--- config.mk ---
export PLATFORM = sky130hd
export DESIGN_NAME = scratch_mem_arbiter
export DESIGN_NICKNAME = d
export VERILOG_FILES = /design/src/rtl/scratch_arb_pkg.sv /design/src/rtl/scratch_mem_arbiter_rd_tag_pipe.sv /design/src/rtl/scratch_mem_arbiter.sv
export SDC_FILE = /design/constraint.sdc
export NUM_CORES = 1
export LEC_CHECK = 0
export ABC_CLOCK_PERIOD_IN_PS = 3800
export CORE_ASPECT_RATIO = 1.25
export CORE_MARGIN = 2
export CORE_UTILIZATION = 36
export CTS_CLUSTER_SIZE = 8
export DETAILED_ROUTE_END_ITERATION = 16
export GPL_ROUTABILITY_DRIVEN = 0
export PLACE_DENSITY = 0.89
export REMOVE_ABC_BUFFERS = 1
export SYNTH_ARGS = -nofsm -noshare
export SYNTH_HDL_FRONTEND = slang
export SYNTH_HIERARCHICAL = 1
export SYNTH_SLANG_ARGS = --single-unit
export TNS_END_PERCENT = 5
--- constraint.sdc ---
create_clock -name clk -period 3.8 [get_ports clk]
set_clock_uncertainty 0.2 [all_clocks]
set_input_delay 0.38 -clock clk [delete_from_list [all_inputs] [get_ports clk]]
set_output_delay 0.38 -clock clk [all_outputs]
set_load 0.02 [all_outputs]
--- src/rtl/scratch_arb_pkg.sv ---
// rtl/scratch_arb_pkg.sv - shared types and helpers for the scratch memory arbiter
package scratch_arb_pkg;

  localparam int NUM_REQ = 3;
  localparam int ID_W    = 2;

  typedef logic [ID_W-1:0] req_id_t;

  typedef enum logic [1:0] {
    ST_IDLE    = 2'd0,
    ST_GRANT   = 2'd1,
    ST_RELEASE = 2'd2
  } arb_state_t;

  function automatic req_id_t next_id(input req_id_t id);
    return (id == req_id_t'(NUM_REQ - 1)) ? '0 : id + 1'b1;
  endfunction

  // First requester at or after ptr in cyclic order; only meaningful when |req.
  function automatic req_id_t rr_pick(input logic [NUM_REQ-1:0] req, input req_id_t ptr);
    req_id_t c1;
    req_id_t c2;
    c1 = next_id(ptr);
    c2 = next_id(c1);
    if (req[ptr])
      return ptr;
    else if (req[c1])
      return c1;
    else
      return c2;
  endfunction

endpackage

--- src/rtl/scratch_mem_arbiter_rd_tag_pipe.sv ---
// rtl/scratch_mem_arbiter_rd_tag_pipe.sv - valid/ID shift register tracking reads in flight
module rd_tag_pipe
  import scratch_arb_pkg::*;
#(
  parameter int DEPTH = 2
) (
  input  logic    clk,
  input  logic    reset,
  input  logic    push_valid,
  input  req_id_t push_id,
  output logic    out_valid,
  output req_id_t out_id
);

  logic [DEPTH-1:0] vld;
  req_id_t          id_q [DEPTH];

  always_ff @(posedge clk or posedge reset) begin
    if (reset) begin
      vld <= '0;
      for (int i = 0; i < DEPTH; i++) id_q[i] <= '0;
    end else begin
      vld[0]  <= push_valid;
      id_q[0] <= push_id;
      for (int i = 1; i < DEPTH; i++) begin
        vld[i]  <= vld[i-1];
        id_q[i] <= id_q[i-1];
      end
    end
  end

  assign out_valid = vld[DEPTH-1];
  assign out_id    = id_q[DEPTH-1];

endmodule

--- src/rtl/scratch_mem_arbiter.sv ---
// rtl/scratch_mem_arbiter.sv - three-way round-robin burst arbiter for a single-port scratch memory
module scratch_mem_arbiter
  import scratch_arb_pkg::*;
#(
  parameter int ADDR_W    = 16,
  parameter int DATA_W    = 16,
  parameter int RD_LAT    = 2,
  parameter int MAX_BURST = 64
) (
  input  logic              clk,
  input  logic              reset,
  input  logic              req0_req,
  input  logic              req0_we,
  input  logic [ADDR_W-1:0] req0_addr,
  input  logic [DATA_W-1:0] req0_wdata,
  input  logic              req1_req,
  input  logic              req1_we,
  input  logic [ADDR_W-1:0] req1_addr,
  input  logic [DATA_W-1:0] req1_wdata,
  input  logic              req2_req,
  input  logic              req2_we,
  input  logic [ADDR_W-1:0] req2_addr,
  input  logic [DATA_W-1:0] req2_wdata,
  output logic              grant0,
  output logic              grant1,
  output logic              grant2,
  output logic              req0_rd_valid,
  output logic              req1_rd_valid,
  output logic              req2_rd_valid,
  output logic [DATA_W-1:0] rd_data,
  output logic              mem_en,
  output logic              mem_we,
  output logic [ADDR_W-1:0] mem_addr,
  output logic [DATA_W-1:0] mem_wdata,
  input  logic [DATA_W-1:0] mem_rdata
);

  localparam int CNT_W = $clog2(MAX_BURST + 1);

  arb_state_t         state;
  req_id_t            owner;
  req_id_t            rr_ptr;
  logic [CNT_W-1:0]   burst_cnt;
  logic [NUM_REQ-1:0] grant;

  logic [NUM_REQ-1:0] req_vec;
  logic [NUM_REQ-1:0] pick_onehot;
  req_id_t            pick;
  logic               own_req;
  logic               own_we;
  logic [ADDR_W-1:0]  own_addr;
  logic [DATA_W-1:0]  own_wdata;
  logic               access;
  logic               last_access;
  logic               tag_valid;
  req_id_t            tag_id;

  assign req_vec     = {req2_req, req1_req, req0_req};
  assign pick        = rr_pick(req_vec, rr_ptr);
  assign pick_onehot = NUM_REQ'(1) << pick;

  // Only the owner's inputs ever reach the memory port.
  always_comb begin
    own_req   = req0_req;
    own_we    = req0_we;
    own_addr  = req0_addr;
    own_wdata = req0_wdata;
    case (owner)
      2'd1: begin
        own_req   = req1_req;
        own_we    = req1_we;
        own_addr  = req1_addr;
        own_wdata = req1_wdata;
      end
      2'd2: begin
        own_req   = req2_req;
        own_we    = req2_we;
        own_addr  = req2_addr;
        own_wdata = req2_wdata;
      end
      default: ;
    endcase
  end

  assign access      = grant[owner] && own_req;
  assign last_access = access && (burst_cnt == CNT_W'(MAX_BURST - 1));

  assign mem_en    = access;
  assign mem_we    = access && own_we;
  assign mem_addr  = access ? own_addr : '0;
  assign mem_wdata = access ? own_wdata : '0;

  always_ff @(posedge clk or posedge reset) begin
    if (reset) begin
      state     <= ST_IDLE;
      owner     <= '0;
      rr_ptr    <= '0;
      burst_cnt <= '0;
      grant     <= '0;
    end else begin
      case (state)
        ST_IDLE: begin
          if (|req_vec) begin
            state     <= ST_GRANT;
            owner     <= pick;
            grant     <= pick_onehot;
            burst_cnt <= '0;
          end
        end
        ST_GRANT: begin
          if (access) burst_cnt <= burst_cnt + 1'b1;
          // A drop and the final burst access in the same cycle collapse into one release.
          if (!own_req || last_access) begin
            state <= ST_RELEASE;
            grant <= '0;
          end
        end
        ST_RELEASE: begin
          rr_ptr <= next_id(owner);
          state  <= ST_IDLE;
        end
        default: begin
          state <= ST_IDLE;
          grant <= '0;
        end
      endcase
    end
  end

  rd_tag_pipe #(
    .DEPTH (RD_LAT)
  ) u_rd_tag_pipe (
    .clk        (clk),
    .reset      (reset),
    .push_valid (mem_en && !mem_we),
    .push_id    (owner),
    .out_valid  (tag_valid),
    .out_id     (tag_id)
  );

  assign grant0        = grant[0];
  assign grant1        = grant[1];
  assign grant2        = grant[2];
  assign req0_rd_valid = tag_valid && (tag_id == req_id_t'(0));
  assign req1_rd_valid = tag_valid && (tag_id == req_id_t'(1));
  assign req2_rd_valid = tag_valid && (tag_id == req_id_t'(2));
  assign rd_data       = mem_rdata;

endmodule
## Yosys cells after proc, flatten, opt, wreduce, memory -nomap -nowiden

Index checks and enable logic that the tools add are counted.

- $add $sub $neg: 4
- Shifts and indexed selects: 1
- Reduce and logical (&&, ||, !) cells: 18
- Bitwise gates (word level): 1
- Mux-type cells: 26
- Magnitude comparators: 3
- Equal/unequal tests: 12

Operator list:

| cell | number |
|---|---|
| one-hot mux 16 bit (2 select lines) | 2 |
| 2-to-1 mux 16 bit | 2 |
| 2-to-1 mux 2 bit | 7 |
| 2-to-1 mux 7 bit | 2 |
| one-hot mux 7 bit (2 select lines) | 1 |
| == test 2 bit, second input constant | 5 |
| < comparator 2 x 3 -> 1 bit, second input constant | 3 |
| one-hot mux 3 bit (3 select lines) | 1 |
| adder 7 x 1 -> 7 bit, second input constant | 1 |
| == test 7 x 6 -> 1 bit, second input constant | 1 |
| logical AND 1 bit | 7 |
| adder 2 x 1 -> 2 bit, second input constant | 3 |
| binary-select mux 1 bit (select 2 bit) | 3 |
| == test 2 x 1 -> 1 bit, second input constant | 3 |
| 2-to-1 mux 3 bit | 2 |
| != test 2 bit, second input constant | 3 |
| AND reduction 3 bit | 2 |
| zero test 2 bit | 2 |
| one-hot mux 1 bit (2 select lines) | 2 |
| one-hot mux 2 bit (2 select lines) | 1 |
| AND reduction 2 bit | 2 |
| 2-to-1 mux 1 bit | 3 |
| OR reduction 3 bit | 1 |
| left shift 1 x 2 -> 3 bit, first input constant | 1 |
| other kinds (4) | 5 |

- Register bits after elaboration: 22
- Output and inout port bits: 56
- Bits of input ports: 120
- Logic and storage cells: 73

## Depth between registers and ports, before layout

Gate-level depths: netlist of run 1.

- Word-level depth: 9
- Depth in mapped cells: 8
- Mapped depth without buffers: 6

## By module

The synthesis of run 1 kept the hierarchy.

Modules (own cells, without submodules):

| module | area each (µm²) | times used | sequential area each (µm²) | cells an instance |
|---|---|---|---|---|
| scratch_mem_arbiter | 2,008.2 | 1 | 400.4 | 244 |
| rd_tag_pipe | 168.9 | 1 | 150.1 | 9 |

## Least setup slack after synthesis of run 1

Ideal clock, no wire load.

- Path type: reg2out
- Start: register owner[0]
- End: output port mem_addr[0]
- Stages on the path, launching flop included: 7
- Slack: 1.232 ns
- Path buffers: 3
- Arrival: 1.988 ns
- Cells stage by stage: dfrtp_1 -> inv_1 -> ha_1 -> buf_2 -> buf_2 -> clkbuf_1 -> a211oi_1

- Word-level cells in the longest chain between the ends: 4

Ends and longest elaborated chain:

| item | line | RTL |
|---|---|---|
| start: declaration | scratch_mem_arbiter.sv:41 | `req_id_t owner;` |
| start signal: assignment | scratch_mem_arbiter.sv:105 | `owner <= pick;` |
| == test 2 bit, or another cell as far along | scratch_mem_arbiter.sv:68 | `case (owner)` |
| one-hot mux 1 bit (2 select lines) or 2-to-1 mux 1 bit (tied branches) | scratch_mem_arbiter.sv:68, scratch_mem_arbiter.sv:85 |  |
| logical AND 1 bit | scratch_mem_arbiter.sv:85 | `assign access = grant[owner] && own_req;` |
| 2-to-1 mux 16 bit * | scratch_mem_arbiter.sv:90 | `assign mem_addr = access ? own_addr : '0;` |
| end: declaration | scratch_mem_arbiter.sv:33 | `output logic [ADDR_W-1:0] mem_addr,` |

Every way passes the cells marked *; elsewhere a longest branch is shown, timed or not. The select of a mux whose other input is x is not followed.

## Worst setup path in the final report of run 1

- Start: register owner[1]
- End: output port mem_we

- Word-level cells in the longest chain between the ends: 4

Ends and longest elaborated chain:

| item | line | RTL |
|---|---|---|
| == test 2 bit, or another cell as far along | scratch_mem_arbiter.sv:68 |  |
| one-hot mux 1 bit (2 select lines) or 2-to-1 mux 1 bit (tied branches) | scratch_mem_arbiter.sv:68, scratch_mem_arbiter.sv:85 |  |
| logical AND 1 bit | scratch_mem_arbiter.sv:85 |  |
| logical AND 1 bit * | scratch_mem_arbiter.sv:89 | `assign mem_we = access && own_we;` |
| end: declaration | scratch_mem_arbiter.sv:32 | `output logic mem_we,` |

Marked as above.

==> results.cfg, run 1 <==
[power]
power_frac_seq_pct = 18.7
max-vdd-ir-drop_mv = 0.8281
comb_power_share_pct = 70.7
p_int_uw = 1029
switchingPower_uw = 1067
power.leakage_uw = 0.001344
swShare_pct = 50.89
power_density_mw_per_mm2 = 589.8
clkPwrFrac_pct = 10.6

[floorplanning]
rows = 31
ioPinCount = 176
fp.dieH_um = 90.95
coreArea_mm2 = 0.005818
start_util_pct = 37.42
dieArea_mm2 = 0.006689
die_width_um = 73.56

[critical_path]
crit_type = reg2out
crit_slowest_cell = clkdlybuf4s50_1
cp_top_family = buffers and inverters
critical_path_required_ns = 3.22
regToRegEndpoint = grant[0]$_DFFE_PP0P_
endpoint_kind = output pin
arrival_ns = 3.01
reg2reg_from = owner[1]$_DFFE_PP0P_
r2r_slack_ns = 1.33
r2r_cells = 6
crit_chain = inv_1 > ha_2 > buf_6 > nor2_1 > a21oi_1 > and3_2 > clkdlybuf4s50_1
crit_buf_inv = 3
start_kind = register
critPathMaxFanout = 68
slowest_delay_ns = 0.61

[clock_tree]
cts_num_sinks = 22
ctsHoldBuffers = 0
clkTransAtPathRegs_ns = 0.08
cts_buffer_depth = 2
cts_tree = done
cts_root_buffer = clkbuf_8
numCtsBuffers = 3
clk_latency_ns = 0.27
htreeDepth = 1

[sta]
min_period_over_period_pct = 94.48
setup_viol = 0
slew_headroom_pct = 59.58
finalSetupTns_ns = 0
rsz0062_at_grt = no
whs_ns = 0.1384
fmax_ghz = 0.2785
finalHoldViolCount = 0
period_minus_slack_ns = 3.590
worst_pin_slew_ns = 0.6056
finalMaxSlewViolations = 0

[routing]
num_vias = 2398
firstDrtPassIters = 4
antenna_left = 0
wl_um = 8176
drtIter0Drc = 109
viasPerCell = 5.577
route.detailed.drc = 0
wl_per_cell_um = 19.01

[place]
port_buffers = 143
dp_hpwl_um = 6466
placed_cells = 426

[grt]
grt_use_met1_pct = 28.91
antenna_found_initial = 2
grt_pass1_vias = 2366
grt_remaining_overflow = 0
top_usage_layer = met2
use_met2_pct = 35.79
grt_pass1_wl_um = 12420
grt_max_degree = 69
met3_usage_pct = 14.76
grtUsageTotal_pct = 24.04

[layout]
fin_cells = 430
fill_cells = 516
drive_above_1_share_pct = 12.64
nets = 490
fin_util_pct = 61.08
area.growth.synth_to_final_pct = 63.22
diodes = 0

[flow_run]
maxCapViolCount = 0

[synthesis]
syn_area_per_cell_um2 = 8.605
yosys.area.top_type = dfrtp_1
synthFlopType = dfrtp_1
syn_area_mm2 = 0.002177
yosys_warnings = 6
synth_sequential_area_ratio_pct = 25.29
synthTopCellsByArea = dfrtp_1 25%, a211oi_2 16%, a22oi_1 12%, nor2_1 7.1%, buf_4 6.2%
synthTopCellsByCount = 41 x nor2_1, 34 x a22oi_1, 27 x a211oi_2, 22 x dfrtp_1, 18 x buf_4
synth-edff-count = 0
synth_top_area_share_pct = 25.29
ys_ff_latch = 22
synth_cells = 253
synthDistinctLibCells = 43
async_flop_share_pct = 100.0
synth.most_common_cell = nor2_1

[run_status]
status = completed

[worst_hold_path]
hold_path_class = in2async
## flip-flops by register name, summed over array words and instances, names as in the netlist
| name | count |
|---|---|
| u_rd_tag_pipe/out_id | 2 |
| owner | 2 |
| state | 2 |
| grant | 3 |
| u_rd_tag_pipe/vld | 2 |
| rr_ptr | 2 |
| burst_cnt | 7 |
| u_rd_tag_pipe/id_q | 2 |
## area by class of cell
cell class | instances | area [µm²] | share of cell area, %
repair buffers | 146 | 1458 | 41.02
multi-input cells | 182 | 1353 | 38.06
flip-flops and latches | 22 | 551.8 | 15.53
well taps | 66 | 82.58 | 2.324
clock buffers | 3 | 41.29 | 1.162
inverters | 10 | 37.54 | 1.056
clock inverters | 1 | 30.03 | 0.8451
## worst max-delay path by stage
stage / cells after the start / start / to
5_1_grt: 7 / owner[1]$_DFFE_PP0P_ / mem_we
4_1_cts: 7 / owner[0]$_DFFE_PP0P_ / mem_we
3_3_place_gp: 7 / owner[1]$_DFFE_PP0P_ / mem_we
3_5_place_dp: 7 / owner[0]$_DFFE_PP0P_ / mem_we
6_report: 7 / owner[1]$_DFFE_PP0P_ / mem_we
2_1_floorplan: 6 / owner[1]$_DFFE_PP0P_ / mem_addr[0]
## power by group through the flow
stage	combinational (µW)	clock [µW]	sequential, µW
after global placement	1440	0	384
after CTS	1480	224	388
after floorplan	977	0	376
after detailed placement	1470	0	391
final	1480	223	391
after global routing	1610	233	405
## timing repair
| action | 4_1_cts | 5_1_grt |
|---|---|---|
| endpoints found under the setup margin | 0 | 8 |
| setup buffers | 0 | 0 |
| gates resized for setup | 0 | 3 |
## placed cells by master (no fill, tap or decap), drive strengths merged, types with 2 or more instances in the layout
| master | Yosys | routed |
|---|---|---|
| nand2b | 4 | 4 |
| a21oi | 3 | 3 |
| buf | 27 | 3 |
| nor3 | 2 | 2 |
| or3 | 2 | 2 |
| nand4 | 2 | 2 |
| dfrtp | 22 | 22 |
| inv | 10 | 10 |
| a21boi | 2 | 2 |
| nor2 | 41 | 41 |
| mux2i | 7 | 7 |
| o221ai | 2 | 2 |
| mux2 | 2 | 2 |
| clkdlybuf4s50 | 0 | 143 |
| clkbuf | 12 | 3 |
| nand3 | 5 | 5 |
| a211oi | 35 | 35 |
| nand2 | 15 | 15 |
| o21ai | 4 | 4 |
| ha | 5 | 5 |
| and3 | 3 | 3 |
| a22oi | 34 | 34 |
## routing by layer
layer  wire, µm  part of all wire (%)
met1       3087                    38
met2       3578                    44
met5         71                  0.87
met4        120                   1.5
met3       1318                    16
## cells by family (layout without fill, tap and decap cells)
group / Yosys count / after routing / share of synthesized area (%)
AOI/OAI and AO/OA: 89 / 89 / 37.93
and+or+nand+nor: 79 / 79 / 16.78
buffers and inverters: 49 / 160 / 12.87
DFF: 22 / 22 / 25.29
muxes: 9 / 9 / 4.253
adders and majority gates: 5 / 5 / 2.874
## per-stage QoR
stage          cell area (µm²)  power, µW  setup slack [ns]
2_1_floorplan             1934       1353           -0.4837
3_3_place_gp              3473       1820            0.3650
3_5_place_dp              3473       1859            0.3326
4_1_cts                   3545       2090           0.02627
5_1_grt                   3553       2252           0.04843
6_report                  3553       2096            0.2097
Note: power is estimated with default switching activity, not from simulation.
==> run 2: changes to the inputs <==
- RECOVER_POWER: default -> 50
==> run 2 against run 1 <==
Non-clock buffer count unchanged. First-iteration DRC count decreased by 2.8%. Setup slack improved by 0.011 ns. Total power decreased by 0.29%. Wire length about the same. Die area unchanged. Sequential power about the same. Global-route usage unchanged. Register-to-register slack got worse by 0.02 ns. Critical path depth unchanged. Via count decreased by 0.17%.
==> results.cfg, run 2 (same netlist as run 1, synthesis figures left out) <==
[layout]
fin_cells = 430
fin_util_pct = 60.97
area.growth.synth_to_final_pct = 62.93
layout_commonest_cell = clkdlybuf4s50_1
multi_input_area_mm2 = 0.001346
ff_latch_area_um2 = 551.8
drive_above_1_share_pct = 12.09
top_regs = burst_cnt (7), grant (3)
nets = 490
fill_cells = 519
largest_reg_flops = 7
layout_common_cells = 138 x clkdlybuf4s50_1, 41 x nor2_1, 34 x a22oi_1
diodes = 0
final_area_mm2 = 0.003547
regMostFlops = burst_cnt

[grt]
grtUsageTotal_pct = 24.04
grt_pass1_vias = 2366
grt_remaining_overflow = 0
grt_pass1_wl_um = 12420
antenna_found_initial = 2
grt_max_degree = 69

[critical_path]
startpoint = owner[1]$_DFFE_PP0P_
critPathMaxFanout = 68
r2r_cells = 6
crit_path_end = mem_we
crit_type = reg2out
reg2reg_from = owner[1]$_DFFE_PP0P_
critical_path_required_ns = 3.22
r2r_slack_ns = 1.31
start_kind = register
endpoint_kind = output pin
regToRegEndpoint = grant[0]$_DFFE_PP0P_
arrival_ns = 3.00

[place]
placed_cells = 426
port_buffers = 143
placed_area_mm2 = 0.003473
dp_hpwl_um = 6466

[sta]
slew_headroom_pct = 59.31
setup_viol = 0
rsz0062_at_grt = no
period_minus_slack_ns = 3.580
worst_pin_slew_ns = 0.6085
fmax_ghz = 0.2794
finalHoldViolCount = 0
min_period_over_period_pct = 94.20
finalMaxSlewViolations = 0

[clock_tree]
cts_tree = done
cts_buffer_depth = 2
clk_latency_ns = 0.27
clkTransAtPathRegs_ns = 0.08
cts_num_sinks = 22
htreeDepth = 1
cts_root_buffer = clkbuf_8
numCtsBuffers = 3

[worst_hold_path]
hold_path_class = reg2reg

[power]
power.leakage_uw = 0.001349
max-vdd-ir-drop_mv = 0.8311
power_density_mw_per_mm2 = 589.1

[routing]
num_vias = 2394
firstDrtPassIters = 4
drtIter0Drc = 106
wl_per_cell_um = 19.02
antenna_left = 0
wl_um = 8180
viasPerCell = 5.567
route.detailed.drc = 0

[floorplanning]
ioPinCount = 176
rows = 31
die_width_um = 73.56
start_util_pct = 37.42
dieArea_mm2 = 0.006689
fp.dieH_um = 90.95
coreArea_mm2 = 0.005818

[flow_run]
maxCapViolCount = 0

[run_status]
status = completed
run 2: critical path: stages, from the launching register on:
cell             delay, ns
dfrtp_1               0.51
inv_1                 0.13
ha_1                  0.37
buf_6                 0.49
nor2_1                0.10
a21oi_1               0.25
and3_2                0.24
clkdlybuf4s50_1       0.61
run 2: cell type report:
| class | instances | area share [%] |
|---|---|---|
| multi-input cells | 182 | 37.95 |
| inverters | 10 | 1.058 |
| clock buffers | 3 | 1.164 |
| clock inverters | 1 | 0.8466 |
| flip-flops and latches | 22 | 15.56 |
| well taps | 66 | 2.328 |
| repair buffers | 146 | 41.09 |
run 2: what timing repair did:
item,4_1_cts,5_1_grt
hold buffers,0,0
setup buffers,0,0
setup endpoints to repair,0,8
resized for setup,0,3
run 2: how the worst min path moves through the flow:
stage	from	cells after the start	endpoint	slack, ns
floorplan	reset	1	u_rd_tag_pipe/id_q[2]$_DFF_PP0_	-0.03
global placement	u_rd_tag_pipe/id_q[2]$_DFF_PP0_	0	u_rd_tag_pipe/out_id[0]$_DFF_PP0_	0.13
detailed placement	u_rd_tag_pipe/vld[0]$_DFF_PP0_	0	u_rd_tag_pipe/vld[1]$_DFF_PP0_	0.14
CTS	reset	2	u_rd_tag_pipe/vld[1]$_DFF_PP0_	0.15
global route	u_rd_tag_pipe/id_q[2]$_DFF_PP0_	0	u_rd_tag_pipe/out_id[0]$_DFF_PP0_	0.18
finish	u_rd_tag_pipe/id_q[3]$_DFF_PP0_	0	u_rd_tag_pipe/out_id[1]$_DFF_PP0_	0.16
run 2: through the flow:
stage / power (µW) / hold slack (ns) / setup TNS [ns] / worst slack [ns]
4_1_cts: 2090 / 0.1492 / 0 / 0.02627
6_report: 2090 / 0.1568 / 0 / 0.2204
3_5_place_dp: 1859 / 0.1427 / 0 / 0.3326
3_3_place_gp: 1820 / 0.1321 / 0 / 0.3650
2_1_floorplan: 1353 / -0.02904 / -9.925 / -0.4837
5_1_grt: 2242 / 0.1800 / 0 / 0.04474
run 2: where the power goes:
| group | internal, µW | switching (µW) |
|---|---|---|
| Combinational | 575 | 900 |
| Sequential | 305 | 84.9 |
| Clock | 141 | 84.2 |
run 2: per-layer routing:
| metal | GRT usage [%] | wire length, µm |
|---|---|---|
| met2 | 35.79 | 3563 |
| met5 | 7.692 | 71 |
| met4 | 5.000 | 120 |
| met3 | 14.76 | 1340 |
| met1 | 28.91 | 3083 |
==> RTL edit 1, RTL diff (config.mk and constraints of run 2) <==
Encoding of `arb_state_t`: now one-hot (3 bits for 3 states).
--- a/src/rtl/scratch_arb_pkg.sv
+++ b/src/rtl/scratch_arb_pkg.sv
@@ -6,10 +6,10 @@
 
   typedef logic [ID_W-1:0] req_id_t;
 
-  typedef enum logic [1:0] {
-    ST_IDLE    = 2'd0,
-    ST_GRANT   = 2'd1,
-    ST_RELEASE = 2'd2
+  typedef enum logic [2:0] {
+    ST_IDLE    = 3'b001,
+    ST_GRANT   = 3'b010,
+    ST_RELEASE = 3'b100
   } arb_state_t;
 
   function automatic req_id_t next_id(input req_id_t id);
Function: same outputs for any inputs over 10 cycles, from zero or initial values and one cycle with reset high; not proved beyond that.
==> RTL edit 1 against run 2 <==
- register-to-register slack got worse by 0.02 ns
- sequential cell count increased by 1
- worst setup slack improved by 0.058 ns
- synthesized area decreased by 7.4%
- wire length decreased by 1.7%
- die area decreased by 7.1%
- total power decreased by 15%
- cell area decreased by 4.2%
- utilization increased by 1.9 points
- global-route usage increased by 1.3 points
- final cell count increased by 0.23%
==> RTL edit 1: results (changes against run 2) <==
Status
  • Status: finished clean

GRT
  • Initial antenna violation count: 0 (-2)
  • M1 GR Usage: 33.0% (+4.0 points)
  • Grt met3 use: 11.2% (-3.6 points)
  • Largest net degree at the start of global routing: 39 (-43%)
  • Total track usage: 25.4% (+1.3 points)
  • Grt met2 use: 39.3% (+3.5 points)

Setup path
  • Crit path DAT: 2.94 ns (-0.06 ns)
  • CP max FO: 35 (-49%)
  • Crit path capture: mem_wdata[6]
  • R2R Path Start: owner[0]$_DFFE_PP0P_

Route
  • Met2 wire len: 3.48 mm (-2.3%)
  • Routed metal-1 wirelength: 3.48 mm (+13%)
  • Vias per Instance: 5.65 (+1.4%)
  • 1st-iter DRT viols: 174 (+64%)
  • WL met3: 976 um (-27%)
  • Drt wl/cell: 18.7 um (-1.9%)

Hold path
  • Worst Hold End: u_rd_tag_pipe/vld[1]$_DFF_PP0_
  • Hold_sp: u_rd_tag_pipe/vld[0]$_DFF_PP0_

STA
  • Measured slew at the worst slew-check pin: 0.657 ns (+0.0481 ns)
  • Final period util: 92.7% (-1.5 points)
  • WHS: 0.152 ns (-0.00503 ns)

Finish
  • FILL cells: 461 (-11%)
  • Share of layout cells above drive strength 1: 3.28% (-8.8 points)
  • Fin nets: 492 (+0.41%)

Place
  • DP Area: 3350 sq um (-3.6%)
  • DP Wirelength: 6.47 mm (about the same)

Synth
  • Synth Area in Adders: 3.10% (+0.23 points)
  • Seq/Total Area, Yosys: 28.6% (+3.3 points)
  • Mux contribution to synthesized area: 3.10% (-1.1 points)
  • Syn Area/Cell: 7.94 sq um (-7.8%)
  • Unique masters post-synth: 41 (-4.7%)

Power
  • Leakage: 1.30 nW (-3.7%)
-- RTL edit 1: area by class of cell --
cell class	count	area [sq um]	share of cell area (%)
Timing Repair Buffer	148	1470	43.2
Multi-Input combinational cell	185	1200	35.4
Sequential cell	23	577	17.0
Tap cell	64	80.1	2.36
Clock buffer	4	45.0	1.33
Inverter	6	22.5	0.663
Antenna cell	1	2.50	0.0737
-- RTL edit 1: power groups by stage --
stage / Combinational, mW / Sequential, mW / Clock [mW]
after global placement: 1.22 / 0.389 / 0
final: 1.24 / 0.391 / 0.149
after global routing: 1.35 / 0.403 / 0.164
after detailed placement: 1.24 / 0.395 / 0
after floorplan: 0.725 / 0.392 / 0
after CTS: 1.24 / 0.391 / 0.153
-- RTL edit 1: worst max-delay path: stages, from the launching register on --
cell             delay, ns
dfrtp_1               0.48
inv_1                 0.13
ha_2                  0.31
buf_4                 0.23
a21o_1                0.19
nand2b_1              0.14
buf_4                 0.25
a211oi_1              0.27
clkdlybuf4s50_1       0.66
==> RTL edit 2, RTL diff (settings of run 2) <==
Without the edit above. The parameter `RD_LAT` goes from 2 to 4.
--- a/src/rtl/scratch_mem_arbiter.sv
+++ b/src/rtl/scratch_mem_arbiter.sv
@@ -4,7 +4,7 @@
 #(
   parameter int ADDR_W    = 16,
   parameter int DATA_W    = 16,
-  parameter int RD_LAT    = 2,
+  parameter int RD_LAT    = 4,
   parameter int MAX_BURST = 64
 ) (
   input  logic              clk,
Function: changed (a bounded check fails within 4 cycles, from zero or initial values and one cycle with reset high).
==> RTL edit 2 against run 2 <==
- sequential cell count is 6 higher
- count of clock-buffer cells in the layout did not move
- cell area up 5.5%
- total power increased by 6.7%
- clock power grew 4%
- worst setup slack better by 0.0028 ns
- synthesized area is 6.9% higher
- wire length is 0.61% lower
- largest power group unchanged
- highest routed layer is now met4
==> RTL edit 2: results (changes against run 2) <==
Synth
  • Commonest cells post-synth: nor2_1, a22oi_1, dfrtp_1
  • Seq/Total Area, Yosys: 30.1% (+4.8 points)
  • Async S/R FF share, synth: 100% (unchanged)
  • Yosys warning total: 6 (unchanged)
  • Largest cells by area after synthesis: dfrtp_1, a211oi_2, a22oi_1, nor2_1, buf_4
  • Primary FF master, synth: dfrtp_1
  • Cells after Synth: 259 (+2.4%)

CTS
  • Num CTS Buffers: 3 (unchanged)
  • Reg clk slew, reported paths: 0.10 ns (+0.02 ns)
  • Setup bufs post-CTS: 0 (unchanged)
  • Worst skew pair latency: 0.28 ns
  • CTS max path bufs: 2 (unchanged)

Setup path
  • Largest stage delay on the critical path: 0.67 ns (+0.06 ns)
  • CP max FO: 34 (-50%)
  • Crit path DAT: 3.00 ns (about the same)
  • CP max stage cell: clkdlybuf4s50_1

Finish
  • Fin nets: 497 (+1.4%)
  • FILL cells: 523 (+0.77%)
  • N_diodes: 0 (unchanged)
  • Fin cells: 456 (+6.0%)
  • Top Registers: burst_cnt (7), u_rd_tag_pipe/id_q (6), u_rd_tag_pipe/vld (4)
  • Share of layout cells above drive strength 1: 12.4% (+0.31 points)

Route
  • Vias per Instance: 5.51 (-1.1%)
  • DR pass1 iterations: 4 (unchanged)
  • 1st-iter DRT viols: 139 (+31%)
  • Routed Wire Length: 8.13 mm (-0.61%)

Power
  • Max IR drop VDD: 0.320 mV (-61%)
  • Leakage: 1.42 nW (+5.4%)

Place
  • DP Wirelength: 6.52 mm (+0.83%)
  • Pre-CTS setup slack: 0.349 ns (+0.0162 ns)
  • Placed insts: 452 (+6.1%)
  • Port buffer count: 143 (unchanged)

GRT
  • Total track usage: 22.9% (-1.2 points)
  • First-pass GRT wire length: 12.7 mm (+2.1%)
  • Initial antenna violation count: 0 (-2)
  • Vias in the first global route: 2465 (+4.2%)
  • Largest net degree at the start of global routing: 39 (-43%)

STA
  • Slew headroom: 58.0% (-1.3 points)

Hold path
  • Hold WC Path Type: reg -> reg

Status
  • Status: finished clean
==> RTL edit 2: cell count changes after synthesis <==
cell     delta
dfrtp_1     +6
==> RTL edit 2: final timing paths <==
path | startpoint | endpoint | slack (ns) | cells after the start
worst max-delay path | owner[1]$_DFFE_PP0P_ | mem_wdata[15] | 0.22 | 7
worst min-delay path | u_rd_tag_pipe/id_q[5]$_DFF_PP0_ | u_rd_tag_pipe/id_q[3]$_DFF_PP0_ | 0.15 | 0
worst max register to register | owner[1]$_DFFE_PP0P_ | grant[0]$_DFFE_PP0P_ | 1.32 | 6
worst min register to register | u_rd_tag_pipe/id_q[5]$_DFF_PP0_ | u_rd_tag_pipe/id_q[3]$_DFF_PP0_ | 0.15 | 0
max in group asynchronous | reset | owner[0]$_DFFE_PP0P_ | 2.56 | 2
min in group asynchronous | reset | u_rd_tag_pipe/id_q[4]$_DFF_PP0_ | 0.35 | 2
==> RTL edit 2: cell families (layout without fill, tap and decap cells) <==
kind of cell             Yosys count  count (layout)  synth area share, %
AO/OA/AOI/OAI                     89              89                 35.5
adder cells (fa/ha/maj)            5               5                 2.69
buffers and inverters             49             161                 12.0
flip-flops                        28              28                 30.1
multiplexers                       9               9                 3.98
AND/OR/NAND/NOR                   79              79                 15.7
==> RTL edit 2: metal layers <==
layer	GRT usage (%)	share of wire [%]	routed length [um]
met1	26.2	37	3040
met2	36.6	45	3630
met5	0	0	0
met4	6.82	2.3	184
met3	12.9	16	1280
==> RTL edit 2: critical path: cells and delay by family, from the launching register on <==
| family | cells | cell delay (ns) |
|---|---|---|
| compound gates | 2 | 0.57 |
| fa+ha+maj | 1 | 0.41 |
| buf+inv | 2 | 0.81 |
| simple gates | 2 | 0.35 |
| flops | 1 | 0.53 |
==> RTL edit 2: cell type report <==
cell class	instances	area share, %
Clock buffer	3	1.10
Sequential cell	28	18.7
Tap cell	85	2.84
Multi-Input combinational cell	182	36.4
Timing Repair Buffer	147	39.2
Clock inverter	1	0.802
Inverter	10	1.00
==> RTL edit 2: through the flow <==
| step | cell area (sq um) | util (%) | total power, mW | TNS (ns) |
|---|---|---|---|---|
| floorplan | 2080 | - | 1.45 | -9.92 |
| global placement | 3650 | 58.9 | 1.92 | 0 |
| detailed placement | 3650 | 58.9 | 1.96 | 0 |
| CTS | 3730 | 60.0 | 2.21 | 0 |
| global route | 3740 | 60.3 | 2.39 | 0 |
| finish | 3740 | 60.3 | 2.23 | 0 |
==> RTL edit 2: where the power goes <==
| part | internal (mW) | total (mW) | switching (mW) |
|---|---|---|---|
| clock network | 0.141 | 0.235 | 0.0937 |
| logic | 0.598 | 1.52 | 0.918 |
| registers | 0.391 | 0.479 | 0.0878 |
